===== src/rtl/reg_wb_arbiter_pkg.sv =====
// Shared sizes, FSM encoding and requester ids for the register-file writeback arbiter.
package reg_wb_arbiter_pkg;

  localparam int NREG = 8;
  localparam int AW   = $clog2(NREG);
  localparam int DW   = 16;

  localparam int REQ_ALU = 0;
  localparam int REQ_MEM = 1;

  typedef enum logic {
    ST_INIT = 1'b0,
    ST_RUN  = 1'b1
  } state_t;

  function automatic logic [NREG-1:0] addr_onehot(input logic [AW-1:0] addr);
    logic [NREG-1:0] mask;
    mask       = '0;
    mask[addr] = 1'b1;
    return mask;
  endfunction

endpackage


===== src/rtl/reg_wb_arbiter_if.sv =====
// Writeback requests, issue/read-port hazard queries and the register-file write port.
interface reg_wb_arbiter_if;
  import reg_wb_arbiter_pkg::*;

  logic          alu_valid;
  logic [AW-1:0] alu_addr;
  logic [DW-1:0] alu_data;
  logic          alu_ready;
  logic          mem_valid;
  logic [AW-1:0] mem_addr;
  logic [DW-1:0] mem_data;
  logic          mem_ready;
  logic          issue_valid;
  logic [AW-1:0] issue_addr;
  logic [AW-1:0] raddr1;
  logic [AW-1:0] raddr2;
  logic          ra_haz;
  logic          rb_haz;
  logic          wd_haz;
  logic          we;
  logic [AW-1:0] waddr;
  logic [DW-1:0] wdata;
  logic          init_done;

  modport slave (
    input  alu_valid, alu_addr, alu_data, mem_valid, mem_addr, mem_data,
    input  issue_valid, issue_addr, raddr1, raddr2,
    output alu_ready, mem_ready, ra_haz, rb_haz, wd_haz,
    output we, waddr, wdata, init_done
  );

  modport master (
    output alu_valid, alu_addr, alu_data, mem_valid, mem_addr, mem_data,
    output issue_valid, issue_addr, raddr1, raddr2,
    input  alu_ready, mem_ready, ra_haz, rb_haz, wd_haz,
    input  we, waddr, wdata, init_done
  );

endinterface


===== src/rtl/reg_wb_arbiter_rr_arb2.sv =====
// Two-way round-robin arbiter: on a tie the requester not granted last wins.
module rr_arb2
  import reg_wb_arbiter_pkg::*;
(
  input  logic       clk,
  input  logic       rst_n,
  input  logic [1:0] req,
  input  logic       advance,
  output logic [1:0] gnt
);

  logic last_mem_r;

  // Grant selection; nothing is granted while the owner is not accepting writes.
  always_comb begin
    gnt = 2'b00;
    if (!advance) begin
      gnt = 2'b00;
    end else begin
      case (req)
        2'b01:   gnt = 2'b01;
        2'b10:   gnt = 2'b10;
        2'b11:   gnt = last_mem_r ? 2'b01 : 2'b10;
        default: gnt = 2'b00;
      endcase
    end
  end

  // Remember the last winner; resets to MEM so ALU takes the first tie.
  always_ff @(posedge clk or negedge rst_n) begin
    if (!rst_n) begin
      last_mem_r <= 1'b1;
    end else if (gnt[REQ_MEM]) begin
      last_mem_r <= 1'b1;
    end else if (gnt[REQ_ALU]) begin
      last_mem_r <= 1'b0;
    end else begin
      last_mem_r <= last_mem_r;
    end
  end

endmodule


===== src/rtl/reg_wb_arbiter.sv =====
// Register-file write-port owner: clears all registers after reset, then arbitrates
// ALU/MEM writebacks and tracks pending destinations for hazard stalls.
module reg_wb_arbiter
  import reg_wb_arbiter_pkg::*;
(
  input  logic           clk,
  input  logic           rst_n,
  reg_wb_arbiter_if.slave bus
);

  state_t          state_r;
  logic [AW-1:0]   init_cnt_r;
  logic            we_r;
  logic [AW-1:0]   waddr_r;
  logic [DW-1:0]   wdata_r;
  logic            init_done_r;
  logic [NREG-1:0] pend_r;

  logic            grant_en_s;
  logic [1:0]      gnt_s;
  logic [AW-1:0]   wr_addr_s;
  logic [DW-1:0]   wr_data_s;
  logic [NREG-1:0] clr_mask_s;
  logic [NREG-1:0] set_mask_s;
  logic [NREG-1:0] pend_next_s;

  // Grants open only once the clear pass has fully landed in the register file.
  assign grant_en_s = (state_r == ST_RUN) && init_done_r;

  rr_arb2 u_arb (
    .clk     (clk),
    .rst_n   (rst_n),
    .req     ({bus.mem_valid, bus.alu_valid}),
    .advance (grant_en_s),
    .gnt     (gnt_s)
  );

  assign bus.alu_ready = gnt_s[REQ_ALU];
  assign bus.mem_ready = gnt_s[REQ_MEM];
  assign bus.ra_haz    = pend_r[bus.raddr1];
  assign bus.rb_haz    = pend_r[bus.raddr2];
  assign bus.wd_haz    = pend_r[bus.issue_addr];
  assign bus.we        = we_r;
  assign bus.waddr     = waddr_r;
  assign bus.wdata     = wdata_r;
  assign bus.init_done = init_done_r;

  // Winning write and the scoreboard update; a new producer overrides a retiring one.
  always_comb begin
    wr_addr_s  = waddr_r;
    wr_data_s  = wdata_r;
    clr_mask_s = '0;
    set_mask_s = '0;
    case (gnt_s)
      2'b01: begin
        wr_addr_s  = bus.alu_addr;
        wr_data_s  = bus.alu_data;
        clr_mask_s = addr_onehot(bus.alu_addr);
      end
      2'b10: begin
        wr_addr_s  = bus.mem_addr;
        wr_data_s  = bus.mem_data;
        clr_mask_s = addr_onehot(bus.mem_addr);
      end
      default: begin
        wr_addr_s  = waddr_r;
        wr_data_s  = wdata_r;
        clr_mask_s = '0;
      end
    endcase
    if (grant_en_s && bus.issue_valid) begin
      set_mask_s = addr_onehot(bus.issue_addr);
    end else begin
      set_mask_s = '0;
    end
    pend_next_s = (pend_r & ~clr_mask_s) | set_mask_s;
  end

  // Clear sequence, then one registered write per accepted transfer.
  always_ff @(posedge clk or negedge rst_n) begin
    if (!rst_n) begin
      state_r     <= ST_INIT;
      init_cnt_r  <= '0;
      we_r        <= 1'b0;
      waddr_r     <= '0;
      wdata_r     <= '0;
      init_done_r <= 1'b0;
      pend_r      <= '0;
    end else begin
      case (state_r)
        ST_INIT: begin
          we_r       <= 1'b1;
          waddr_r    <= init_cnt_r;
          wdata_r    <= '0;
          init_cnt_r <= init_cnt_r + {{(AW-1){1'b0}}, 1'b1};
          pend_r     <= '0;
          if (init_cnt_r == AW'(NREG - 1)) begin
            state_r <= ST_RUN;
          end
        end
        ST_RUN: begin
          init_done_r <= 1'b1;
          we_r        <= |gnt_s;
          waddr_r     <= wr_addr_s;
          wdata_r     <= wr_data_s;
          pend_r      <= pend_next_s;
        end
        default: begin
          state_r <= ST_INIT;
          we_r    <= 1'b0;
        end
      endcase
    end
  end

endmodule


===== src/flat_wrapper.sv =====
// flat-port wrapper written by rule: the top's interface ports become plain ports
module reg_wb_arbiter_flat import reg_wb_arbiter_pkg::*;
  (clk, rst_n, bus_alu_valid, bus_alu_addr, bus_alu_data, bus_mem_valid, bus_mem_addr, bus_mem_data, bus_issue_valid, bus_issue_addr, bus_raddr1, bus_raddr2, bus_alu_ready, bus_mem_ready, bus_ra_haz, bus_rb_haz, bus_wd_haz, bus_we, bus_waddr, bus_wdata, bus_init_done);
  reg_wb_arbiter_if bus_i ();
  input  logic clk;
  input  logic rst_n;
  input wire logic [$bits(bus_i.alu_valid)-1:0] bus_alu_valid;
  input wire logic [$bits(bus_i.alu_addr)-1:0] bus_alu_addr;
  input wire logic [$bits(bus_i.alu_data)-1:0] bus_alu_data;
  input wire logic [$bits(bus_i.mem_valid)-1:0] bus_mem_valid;
  input wire logic [$bits(bus_i.mem_addr)-1:0] bus_mem_addr;
  input wire logic [$bits(bus_i.mem_data)-1:0] bus_mem_data;
  input wire logic [$bits(bus_i.issue_valid)-1:0] bus_issue_valid;
  input wire logic [$bits(bus_i.issue_addr)-1:0] bus_issue_addr;
  input wire logic [$bits(bus_i.raddr1)-1:0] bus_raddr1;
  input wire logic [$bits(bus_i.raddr2)-1:0] bus_raddr2;
  output wire logic [$bits(bus_i.alu_ready)-1:0] bus_alu_ready;
  output wire logic [$bits(bus_i.mem_ready)-1:0] bus_mem_ready;
  output wire logic [$bits(bus_i.ra_haz)-1:0] bus_ra_haz;
  output wire logic [$bits(bus_i.rb_haz)-1:0] bus_rb_haz;
  output wire logic [$bits(bus_i.wd_haz)-1:0] bus_wd_haz;
  output wire logic [$bits(bus_i.we)-1:0] bus_we;
  output wire logic [$bits(bus_i.waddr)-1:0] bus_waddr;
  output wire logic [$bits(bus_i.wdata)-1:0] bus_wdata;
  output wire logic [$bits(bus_i.init_done)-1:0] bus_init_done;
  assign bus_i.alu_valid = bus_alu_valid;
  assign bus_i.alu_addr = bus_alu_addr;
  assign bus_i.alu_data = bus_alu_data;
  assign bus_i.mem_valid = bus_mem_valid;
  assign bus_i.mem_addr = bus_mem_addr;
  assign bus_i.mem_data = bus_mem_data;
  assign bus_i.issue_valid = bus_issue_valid;
  assign bus_i.issue_addr = bus_issue_addr;
  assign bus_i.raddr1 = bus_raddr1;
  assign bus_i.raddr2 = bus_raddr2;
  assign bus_alu_ready = bus_i.alu_ready;
  assign bus_mem_ready = bus_i.mem_ready;
  assign bus_ra_haz = bus_i.ra_haz;
  assign bus_rb_haz = bus_i.rb_haz;
  assign bus_wd_haz = bus_i.wd_haz;
  assign bus_we = bus_i.we;
  assign bus_waddr = bus_i.waddr;
  assign bus_wdata = bus_i.wdata;
  assign bus_init_done = bus_i.init_done;
  reg_wb_arbiter u_core (.clk(clk), .rst_n(rst_n), .bus(bus_i));
endmodule

===== config.mk =====
export PLATFORM = sky130hd
export DESIGN_NAME = reg_wb_arbiter_flat
export DESIGN_NICKNAME = d
export VERILOG_FILES = /design/src/rtl/reg_wb_arbiter_pkg.sv /design/src/rtl/reg_wb_arbiter_if.sv /design/src/rtl/reg_wb_arbiter_rr_arb2.sv /design/src/rtl/reg_wb_arbiter.sv /design/src/flat_wrapper.sv
export SDC_FILE = /design/constraint.sdc
export NUM_CORES = 1
export LEC_CHECK = 0
export CAP_MARGIN = 5
export CORE_MARGIN = 2
export CORE_UTILIZATION = 35
export DETAILED_ROUTE_END_ITERATION = 10
export PLACE_DENSITY_LB_ADDON = 0.25
export SYNTH_ARGS = -nofsm -noshare
export SYNTH_HDL_FRONTEND = slang
export SYNTH_SLANG_ARGS = --single-unit

===== constraint.sdc =====
create_clock -name clk -period 4.85 [get_ports clk]
set_input_delay 1.455 -clock clk [delete_from_list [all_inputs] [get_ports clk]]
set_output_delay 1.455 -clock clk [all_outputs]
set_load 0.05 [all_outputs]

Word-level counts from Yosys, hierarchy flattened

Cells that the tools add are included.

Add/sub/neg operators: 1
Equality and inequality tests: 7
Reductions and logical operators: 7
Order comparisons: 8
Bitwise logic cells: 4
Muxes and demuxes: 27

Operators with widths:

| kind                  | number |
|---|---|
| $pmux W16 S2          | 2 |
| $pmux W8 S2           | 2 |
| $lt A3 B4 Y1 const B  | 5 |
| $pmux W3 S2           | 2 |
| $mux W1               | 10 |
| $bmux W1 S3           | 3 |
| $demux W1 S3          | 3 |
| $ge A3 B1 Y1 const B  | 3 |
| $and A8 B8 Y8         | 1 |
| $mux W8               | 1 |
| $not A8 Y8            | 1 |
| $or A8 B8 Y8          | 1 |
| $eq A2 B2 Y1 const B  | 3 |
| $pmux W2 S3           | 1 |
| $logic_and A1 B1 Y1   | 5 |
| $eq A2 B1 Y1 const B  | 2 |
| $mux W2               | 2 |
| $add A3 B1 Y3 const B | 1 |
| $eq A3 B3 Y1 const B  | 1 |
| $ne A3 B3 Y1 const B  | 1 |
| $pmux W1 S2           | 1 |
| $reduce_bool A2 Y1    | 1 |
| $reduce_or A2 Y1      | 1 |
| $not A1 Y1            | 1 |

Output and inout port bits: 26
Word-level logic and storage cells: 62
Bits in registers: 34
Input port bits: 52

Depth between registers and ports, before layout

Gate-level depths: netlist of run 1.

Word-level depth: 9
Mapped depth: 10
Depth with buffers taken out: 7

Modules after synthesis

A second synthesis of run 1 with hierarchy kept.

Cell total of the unflattened synthesis: 187
Area, all modules: 2049.5 um2

By module, submodules not included:

| module         | times used | sequential area each (um2) | cells an instance | area each (um2) |
|---|---|---|---|---|
| reg_wb_arbiter | 1          | 825.8                      | 179               | 1986.9 |
| rr_arb2        | 1          | 26.3                       | 8                 | 62.6 |

Least setup slack after synthesis of run 1

Ideal clock, no wire load.

Kind: input port to output port
Start: in bus_raddr1[1]
End: out bus_ra_haz
Path buffers: 0
Slack: 1.038 ns
Required time: 3.395 ns
Stages on the path: 2
Arrival time: 2.357 ns
Path through: mux4_1 -> mux2_2

Word-level cells in the longest chain between the ends: 2

RTL lines:

| what                          | RTL line             | text |
|---|---|---|
| from (decl)                   | flat_wrapper.sv:15   | `input wire logic [$bits(bus_i.raddr1)-1:0] bus_raddr1;` |
| $bmux W1 S3                   | reg_wb_arbiter.sv:40 | `assign bus.ra_haz = pend_r[bus.raddr1];` |
| $mux W1 (implied by the code) | reg_wb_arbiter.sv:40 |  |
| to (decl)                     | flat_wrapper.sv:19   | `output wire logic [$bits(bus_i.ra_haz)-1:0] bus_ra_haz;` |

Every way passes these cells. The select of a mux whose other input is x is not followed.

Worst setup path after layout of run 1

Start: in bus_issue_addr[1]
End: out bus_wd_haz

Word-level cells in the longest chain between the ends: 2

RTL lines:

| what                          | RTL line             | text |
|---|---|---|
| from (decl)                   | flat_wrapper.sv:14   | `input wire logic [$bits(bus_i.issue_addr)-1:0] bus_issue_addr;` |
| $bmux W1 S3                   | reg_wb_arbiter.sv:42 | `assign bus.wd_haz = pend_r[bus.issue_addr];` |
| $mux W1 (implied by the code) | reg_wb_arbiter.sv:42 |  |
| to (decl)                     | flat_wrapper.sv:21   | `output wire logic [$bits(bus_i.wd_haz)-1:0] bus_wd_haz;` |

Every way passes these cells. The select of a mux whose other input is x is not followed.

==> results of run 1 <==
critical path, delay by kind of cell:
kind | cells | cell delay, ps
muxes | 2 | 840
buffers and inverters | 2 | 730
power breakdown:
group / leakage (nW) / switching [mW] / total (mW) / internal (mW)
clock: 0.0482 / 0.0954 / 0.210 / 0.114
combinational: 0.795 / 0.283 / 0.478 / 0.195
sequential: 0.364 / 0.0320 / 0.368 / 0.336
total: 1.21 / 0.410 / 1.06 / 0.645
through the flow:
| step | setup WS (ps) | util, % | power (mW) | hold WS (ps) |
|---|---|---|---|---|
| 6_report | 377 | 53.0 | 1.06 | 500 |
| 5_1_grt | 343 | 53.0 | 1.12 | 521 |
| 4_1_cts | 372 | 53.0 | 1.07 | 502 |
| 3_5_place_dp | 372 | 51.3 | 0.855 | 491 |
| 3_3_place_gp | 405 | 51.3 | 0.852 | 483 |
| 2_1_floorplan | 1040 | - | 0.677 | 470 |
routing by layer:
layer	wire length (µm)	share of wire [%]	vias up	global-route usage (%)
li1	-	-	854	-
met1	2230	45	826	20.6
met2	2380	48	43	28.6
met3	263	5.4	2	3.82
met4	41	0.83	0	5.08
met5	0	0	-	0
state kept, by name, indices dropped and copies added (netlist names):
name and flops:
u_core.init_cnt_r 3, u_core.state_r 1, u_core.u_arb.last_mem_r 1, u_core.bus.init_done 1
u_core.bus.wdata 16, u_core.pend_r 8, u_core.bus.waddr 3, u_core.bus.we 1
logic make-up (layout without fill, tap and decap cells):
logic type      count (synthesis)  count (layout)  share of synthesized area (%)
simple gates                   62              62                           17.1
flops                          34              34                           41.4
compound gates                 33              33                           13.6
mux                            32              32                           20.5
buf+inv                        18              91                           3.96
fa+ha+maj                       5               5                           3.04
xor+xnor                        1               1                          0.426
area by class of cell:
class | instances | area (µm²)
inverter | 2 | 7.51
sequential | 34 | 852
tap | 72 | 90.1
fill | 538 | 2620
clock buffer | 7 | 86.3
timing repair buffer | 81 | 788
clock inverter | 1 | 5.00
multi-input combinational | 133 | 1120
Yosys cell counts (all sizes together) (3+ instances only):
cell | n | share of area, %
dfrtp | 33 | 40
o211a | 16 | 7.8
a22oi | 5 | 1.8
nor2b | 3 | 0.91
mux2 | 8 | 4.4
clkbuf | 6 | 1.1
mux4 | 6 | 7.3
o21ai | 4 | 0.97
nand2 | 27 | 4.9
nand4 | 6 | 1.8
ha | 5 | 3.0
nand4b | 6 | 2.6
nor2 | 4 | 0.73
buf | 10 | 2.5
mux2i | 18 | 8.8
final timing paths:
path | from | to | slack (ps) | cells past startpoint
max | bus_issue_addr[1] | bus_wd_haz | 380 | 4
min | u_core.u_arb.last_mem_r | u_core.u_arb.last_mem_r | 500 | 2
max reg2reg | u_core.bus.init_done | u_core.bus.wdata[3] | 2630 | 7
min reg2reg | u_core.u_arb.last_mem_r | u_core.u_arb.last_mem_r | 500 | 2
max in group asynchronous | rst_n | u_core.u_arb.last_mem_r | 2910 | 2
min in group asynchronous | rst_n | u_core.bus.wdata[4] | 1580 | 2
==> run_results.csv, run 1 <==
group,metric,value,unit
outcome,status,"finished clean",
run,drv_cap,0,
timing,min_period,4470,ps
timing,final_hold_viol_count,0,
global_route,grt_first_pass_wirelength,8.33,mm
critical_path,crit_required,3390,ps
power_and_ir_drop,p_per_area,358,nW/µm²
yosys,avgSynthCellArea,11.1,µm²
die,rows,27,
final_layout,final_cells,330,
clocking,clk_pin_slew_worst_paths,70,ps
yosys,ys_seq_area_share,41.4,%
routing,dr.pass1.iters,4,
timing,fmax,224,MHz
hold_path,hp-class,"flop to flop",
placement,portBuffers,77,
die,start_util,36.9,%
final_layout,final_cell_mix,"clkdlybuf4s50_1, dfrtp_1, nand2_1",
clocking,post_cts_buffers,0,
final_layout,layout.nets,314,
clocking,insertion_delay,270,ps
yosys,async_flop_share,100,%
critical_path,worstSetupEndpointType,"output pin",
timing,finClkSkew,3.55,ps
routing,vias,1725,
routing,initialDrtViolationCount,85,
die,die-area,6500,µm²
critical_path,cp_max_fo,4,
yosys,ys_warn_count,0,
critical_path,crit_arrival,3020,ps
clocking,cts_tree,"built",
placement,hpwl,3.66,mm
clocking,clock_sinks,34,
global_route,grt_max_degree,36,
timing,tightest_slew,581,ps
timing,period_share,92.2,%
die,die_w,80.6,µm
clocking,cts-root-buf,"clkbuf_8",
die,coreArea,5570,µm²
global_route,overflow,0,
final_layout,area_growth,43.6,%
yosys,ys_ff_latch,34,
routing,drc,0,
final_layout,final_common_cell,"clkdlybuf4s50_1",
final_layout,finalInstanceArea,2950,µm²
clocking,hold_buffers,0,
final_layout,drive_above_1_share,12.0,%
placement,placed_cell_area,2860,µm²
clocking,h-tree-depth,2,
die,fp.dieH,80.6,µm
die,pin_count,78,
clocking,post_cts_resize_count,0,
timing,fin_tns_setup,0,ps
routing,ant_nets,0,
global_route,antenna_found_initial,0,
routing,drt_wl_total,4.91,mm
power_and_ir_drop,leakage,1.21,nW
routing,wl_per_cell,14.9,µm
yosys,synthCells,185,
critical_path,crit_type,"input port to output pin",
placement,dp_cells,322,
timing,rsz0062_at_grt,"false",
yosys,synth_nets,242,
critical_path,path_cells,"clkdlybuf4s50_1 > mux4_1 > mux2_2 > buf_4",
global_route,grt_usage,16.6,%
routing,viasPerCell,5.23,
yosys,syn_area,2060,µm²
critical_path,slowest_stage,"mux4_1",
clocking,numCtsBuffers,5,
yosys,ys_types,36,
timing,slew_violations,0,
timing,maxSlewHeadroom,61.2,%
final_layout,insertedDiodeCount,0,
yosys,synth-edff-count,0,
power_and_ir_drop,ir_worst_vdd,0.205,mV
global_route,grt_pass1_vias,1752,
critical_path,critPathMaxStageDelay,560,ps
critical_path,critical_path.startpoint_type,"input port",
clocking,clockBufferDepth,2,
timing,setup_viol,0,
yosys,synth_flop_cell,"dfrtp_1",
placement,gp_congestion,0.818,
(Power assumes the default switching activity.)
==> run 2: changes to the inputs <==
--- a/config.mk
+++ b/config.mk
@@ -7,9 +7,9 @@
 export LEC_CHECK = 0
 export CAP_MARGIN = 5
 export CORE_MARGIN = 2
-export CORE_UTILIZATION = 35
+export CORE_UTILIZATION = 48
 export DETAILED_ROUTE_END_ITERATION = 10
-export PLACE_DENSITY_LB_ADDON = 0.25
+export PLACE_DENSITY = 0.83
 export SYNTH_ARGS = -nofsm -noshare
 export SYNTH_HDL_FRONTEND = slang
 export SYNTH_SLANG_ARGS = --single-unit
==> run_results.csv, run 2 (synthesis gave the netlist of run 1 again) <==
group,metric,value,unit
critical_path,cp_max_fo,4,
critical_path,path_cells,"clkdlybuf4s50_1 > mux4_1 > mux2_2 > buf_4",
placement,gp_congestion,0.853,
final_layout,final_cell_mix,"clkdlybuf4s50_1, dfrtp_1, nand2_1",
placement,dp_cells,300,
routing,drt_wl_total,5.02,mm
global_route,grt_max_degree,39,
clocking,post_cts_resize_count,0,
clocking,insertion_delay,290,ps
placement,portBuffers,77,
final_layout,final_cells,308,
timing,fin_ws,355,ps
die,fp.dieH,69.4,µm
global_route,grtUsageMet2,35.7,%
critical_path,worstSetupEndpointType,"output pin",
final_layout,fillers,298,
global_route,grt_usage,21.8,%
routing,drc,0,
placement,hpwl,3.67,mm
timing,period_share,92.7,%
hold_path,hp-class,"flop to flop",
die,start_util,50.7,%
die,pin_count,78,
global_route,antenna_found_initial,0,
clocking,numCtsBuffers,5,
power_and_ir_drop,p_total,1.09,mW
die,die_w,69.4,µm
timing,setup_viol,0,
routing,initialDrtViolationCount,133,
clocking,cts-root-buf,"clkbuf_8",
clocking,hold_buffers,0,
routing,ant_nets,0,
critical_path,critPathMaxStageDelay,580,ps
global_route,grtUsageMet1,28.6,%
placement,dp_slack,365,ps
critical_path,crit_type,"input port to output pin",
timing,tightest_slew,591,ps
critical_path,crit_arrival,3040,ps
critical_path,critical_path.startpoint_type,"input port",
global_route,busiest_layer,"met2",
timing,fin_tns_setup,0,ps
clocking,clock_sinks,34,
global_route,overflow,0,
final_layout,insertedDiodeCount,0,
critical_path,reg2reg_slack,2620,ps
clocking,cts_tree,"built",
routing,dr.pass1.iters,4,
run,drv_cap,0,
final_layout,utilization,72.5,%
clocking,post_cts_buffers,0,
global_route,grt_first_pass_wirelength,8.47,mm
power_and_ir_drop,leakage,1.22,nW
timing,min_period,4500,ps
timing,maxSlewHeadroom,60.6,%
final_layout,final_common_cell,"clkdlybuf4s50_1",
power_and_ir_drop,ir_worst_vdd,0.338,mV
timing,rsz0062_at_grt,"false",
critical_path,crit_required,3390,ps
clocking,clockBufferDepth,2,
power_and_ir_drop,p_per_area,372,nW/µm²
die,rows,23,
routing,wl_per_cell,16.3,µm
routing,vias,1743,
clocking,clk_pin_slew_worst_paths,60,ps
global_route,grt_use_met3,4.65,%
routing,viasPerCell,5.66,
die,die-area,4820,µm²
timing,fmax,222,MHz
timing,slew_violations,0,
final_layout,area_growth,43.2,%
critical_path,slowest_stage,"mux4_1",
final_layout,largest_register_ffs,16,
clocking,h-tree-depth,2,
timing,finClkSkew,8.07,ps
global_route,grt_pass1_vias,1743,
outcome,status,"finished clean",
placement,placed_cell_area,2830,µm²
die,coreArea,4060,µm²
timing,whs,497,ps
final_layout,drive_above_1_share,12.4,%
final_layout,finalInstanceArea,2940,µm²
final_layout,layout.nets,314,
timing,final_hold_viol_count,0,
==> run 2: cell count changes in the layout (fill, tap and decap cells not counted), sizes merged <==
cell and delta:
clkinv -1, clkbuf +1
==> run 2: per-layer routing <==
layer  vias to the layer above  wire (µm)
met3                        10        235
met5                         -          0
met1                       828       2150
li1                        847          -
met4                         0        110
met2                        58       2520
==> run 2: path summary, 6_finish.rpt <==
path / start / endpoint / cells past startpoint
max: bus_issue_addr[1] / bus_wd_haz / 4
max reg2reg: u_core.bus.init_done / u_core.bus.wdata[7] / 7
max in group asynchronous: rst_n / u_core.u_arb.last_mem_r / 2
min: u_core.u_arb.last_mem_r / u_core.u_arb.last_mem_r / 2
min reg2reg: u_core.u_arb.last_mem_r / u_core.u_arb.last_mem_r / 2
min in group asynchronous: rst_n / u_core.pend_r[4] / 2
==> run 2: area by class of cell <==
type                    count  area (µm²)  area share (%)
multi-input cells         133        1120            38.1
flip-flops and latches     34         852            29.0
repair buffers             81         788            26.8
clock buffers               8         110            3.74
well taps                  50        62.6            2.13
inverters                   2        7.51           0.255
==> run 2: critical path, delay by kind of cell <==
family,cells,cell delay (ps)
mux,2,850
buf+inv,2,730
==> run 2: report_power, final <==
group          total (mW)  internal (mW)  leakage (nW)  switching [mW]
combinational       0.480          0.194         0.795           0.286
clock               0.245          0.143        0.0575           0.102
sequential          0.368          0.336         0.364          0.0327
total                1.09          0.674          1.22           0.420
==> run 3: changes to the inputs <==
--- a/config.mk
+++ b/config.mk
@@ -5,10 +5,12 @@
 export SDC_FILE = /design/constraint.sdc
 export NUM_CORES = 1
 export LEC_CHECK = 0
+export ABC_CLOCK_PERIOD_IN_PS = 4850
 export CAP_MARGIN = 5
 export CORE_MARGIN = 2
 export CORE_UTILIZATION = 48
 export DETAILED_ROUTE_END_ITERATION = 10
+export GPL_TIMING_DRIVEN = 0
 export PLACE_DENSITY = 0.83
 export SYNTH_ARGS = -nofsm -noshare
 export SYNTH_HDL_FRONTEND = slang
==> run_results.csv, run 3 (synthesis gave the netlist of run 1 again) <==
group,metric,value,unit
outcome,status,"finished clean",
hold_path,hp-class,"flop to flop",
timing,tightest_slew,757,ps
final_layout,finalInstanceArea,2920,µm²
critical_path,reg2reg_slack,2440,ps
clocking,cts_tree,"built",
final_layout,final_cell_mix,"clkdlybuf4s50_1, dfrtp_1, nand2_1",
placement,gp_congestion,0.901,
timing,period_share,97.0,%
die,pin_count,78,
timing,slew_violations,0,
critical_path,r2r_cells,8,
critical_path,timing.rr.end,"u_core.bus.wdata[14]",
power_and_ir_drop,p_sw,0.420,mW
timing,final_hold_viol_count,0,
critical_path,endpoint,"bus_wd_haz",
timing,whs,493,ps
final_layout,insertedDiodeCount,0,
timing,fmax,213,MHz
routing,initialDrtViolationCount,157,
critical_path,crit_arrival,3250,ps
die,die_w,69.4,µm
timing,fin_ws,145,ps
clocking,clock_sinks,34,
die,rows,23,
critical_path,cp_max_fo,4,
critical_path,critical_path.startpoint_type,"input port",
power_and_ir_drop,sw_frac_of_total,39.9,%
run,drv_cap,0,
critical_path,worstSetupEndpointType,"output pin",
power_and_ir_drop,p_total,1.05,mW
die,coreArea,4060,µm²
final_layout,area_growth,42.1,%
power_and_ir_drop,ir_worst_vdd,0.267,mV
die,start_util,50.7,%
routing,drc,0,
global_route,overflow,0,
clocking,numCtsBuffers,5,
global_route,grt_max_degree,35,
clocking,hold_buffers,0,
power_and_ir_drop,p_seq_share,35.0,%
global_route,grt_usage,22.5,%
timing,finClkSkew,3.23,ps
placement,placed_cell_area,2840,µm²
routing,dr.pass1.iters,5,
routing,vias,1836,
critical_path,crit_required,3390,ps
power_and_ir_drop,p_per_area,360,nW/µm²
final_layout,final_common_cell,"clkdlybuf4s50_1",
power_and_ir_drop,p_clk_share,18.9,%
timing,min_period,4700,ps
critical_path,crit_type,"input port to output pin",
global_route,grt_pass1_vias,1774,
timing,fin_tns_setup,0,ps
clocking,clk_pin_slew_worst_paths,60,ps
die,die-area,4820,µm²
timing,maxSlewHeadroom,49.5,%
power_and_ir_drop,leakage,1.19,nW
placement,portBuffers,73,
timing,setup_viol,0,
critical_path,startpoint,"bus_issue_addr[1]",
routing,ant_nets,0,
final_layout,drive_above_1_share,10.5,%
timing,rsz0062_at_grt,"false",
final_layout,largest_register_ffs,16,
routing,wl_per_cell,16.6,µm
power_and_ir_drop,pwr-share-comb,46.1,%
final_layout,layout.nets,322,
routing,drt_wl_total,5.24,mm
global_route,antenna_found_initial,0,
clocking,clockBufferDepth,2,
clocking,post_cts_buffers,0,
power_and_ir_drop,intPower,0.632,mW
placement,hpwl,3.99,mm
placement,dp_slack,-134,ps
clocking,cts-root-buf,"clkbuf_8",
die,fp.dieH,69.4,µm
clocking,h-tree-depth,2,
clocking,insertion_delay,280,ps
final_layout,fillers,331,
global_route,grt_first_pass_wirelength,8.58,mm
routing,viasPerCell,5.81,
critical_path,worstReg2RegStart,"u_core.state_r",
## run 3: timing repair
| item | CTS | global route |
|---|---|---|
| resized for setup | 3 | 0 |
| setup endpoints to repair | 3 | 0 |
| hold endpoints to repair | 0 | 0 |
## run 3: layer usage
metal	vias up	global-route usage [%]	wire, µm
met1	893	29.5	2210
met5	-	0	0
met2	69	36.8	2640
met4	0	8.06	97
met3	8	5.09	300
li1	866	-	-
## run 3: power by group through the flow
stage	sequential, mW	combinational (mW)	clock (mW)
6_report	0.368	0.485	0.199
5_1_grt	0.375	0.510	0.216
4_1_cts	0.369	0.488	0.203
3_5_place_dp	0.373	0.488	0
3_3_place_gp	0.371	0.483	0
2_1_floorplan	0.529	0.149	0
## run 3: worst max-delay path, cell delays in order
cell             delay (ps)
clkdlybuf4s50_1         540
mux4_1                  570
mux2_2                  270
dlygate4sd2_1           420
## run 3: cell type report
class,count,area (µm²),share of cell area [%]
buffer,16,73.8,2.53
inverter,2,7.51,0.257
timing repair buffer,73,722,24.7
tap,50,62.6,2.14
clock buffer,8,80.1,2.74
sequential,34,852,29.2
multi-input combinational,133,1120,38.4
## run 3: worst min-delay path by stage
stage | depth (start not counted) | slack (ps) | from | end
after floorplan | 1 | 470 | u_core.init_cnt_r[0] | u_core.init_cnt_r[0]
after global placement | 2 | 480 | u_core.u_arb.last_mem_r | u_core.u_arb.last_mem_r
after detailed placement | 2 | 490 | u_core.u_arb.last_mem_r | u_core.u_arb.last_mem_r
after CTS | 2 | 500 | u_core.u_arb.last_mem_r | u_core.u_arb.last_mem_r
after global routing | 1 | 520 | u_core.bus.wdata[4] | u_core.bus.wdata[4]
final | 2 | 490 | u_core.u_arb.last_mem_r | u_core.u_arb.last_mem_r
## run 3: through the flow
step	utilization (%)	instances
after floorplan	-	185
after global placement	70.2	308
after detailed placement	70.1	308
after CTS	72.0	316
after global routing	72.0	316
final	72.0	316
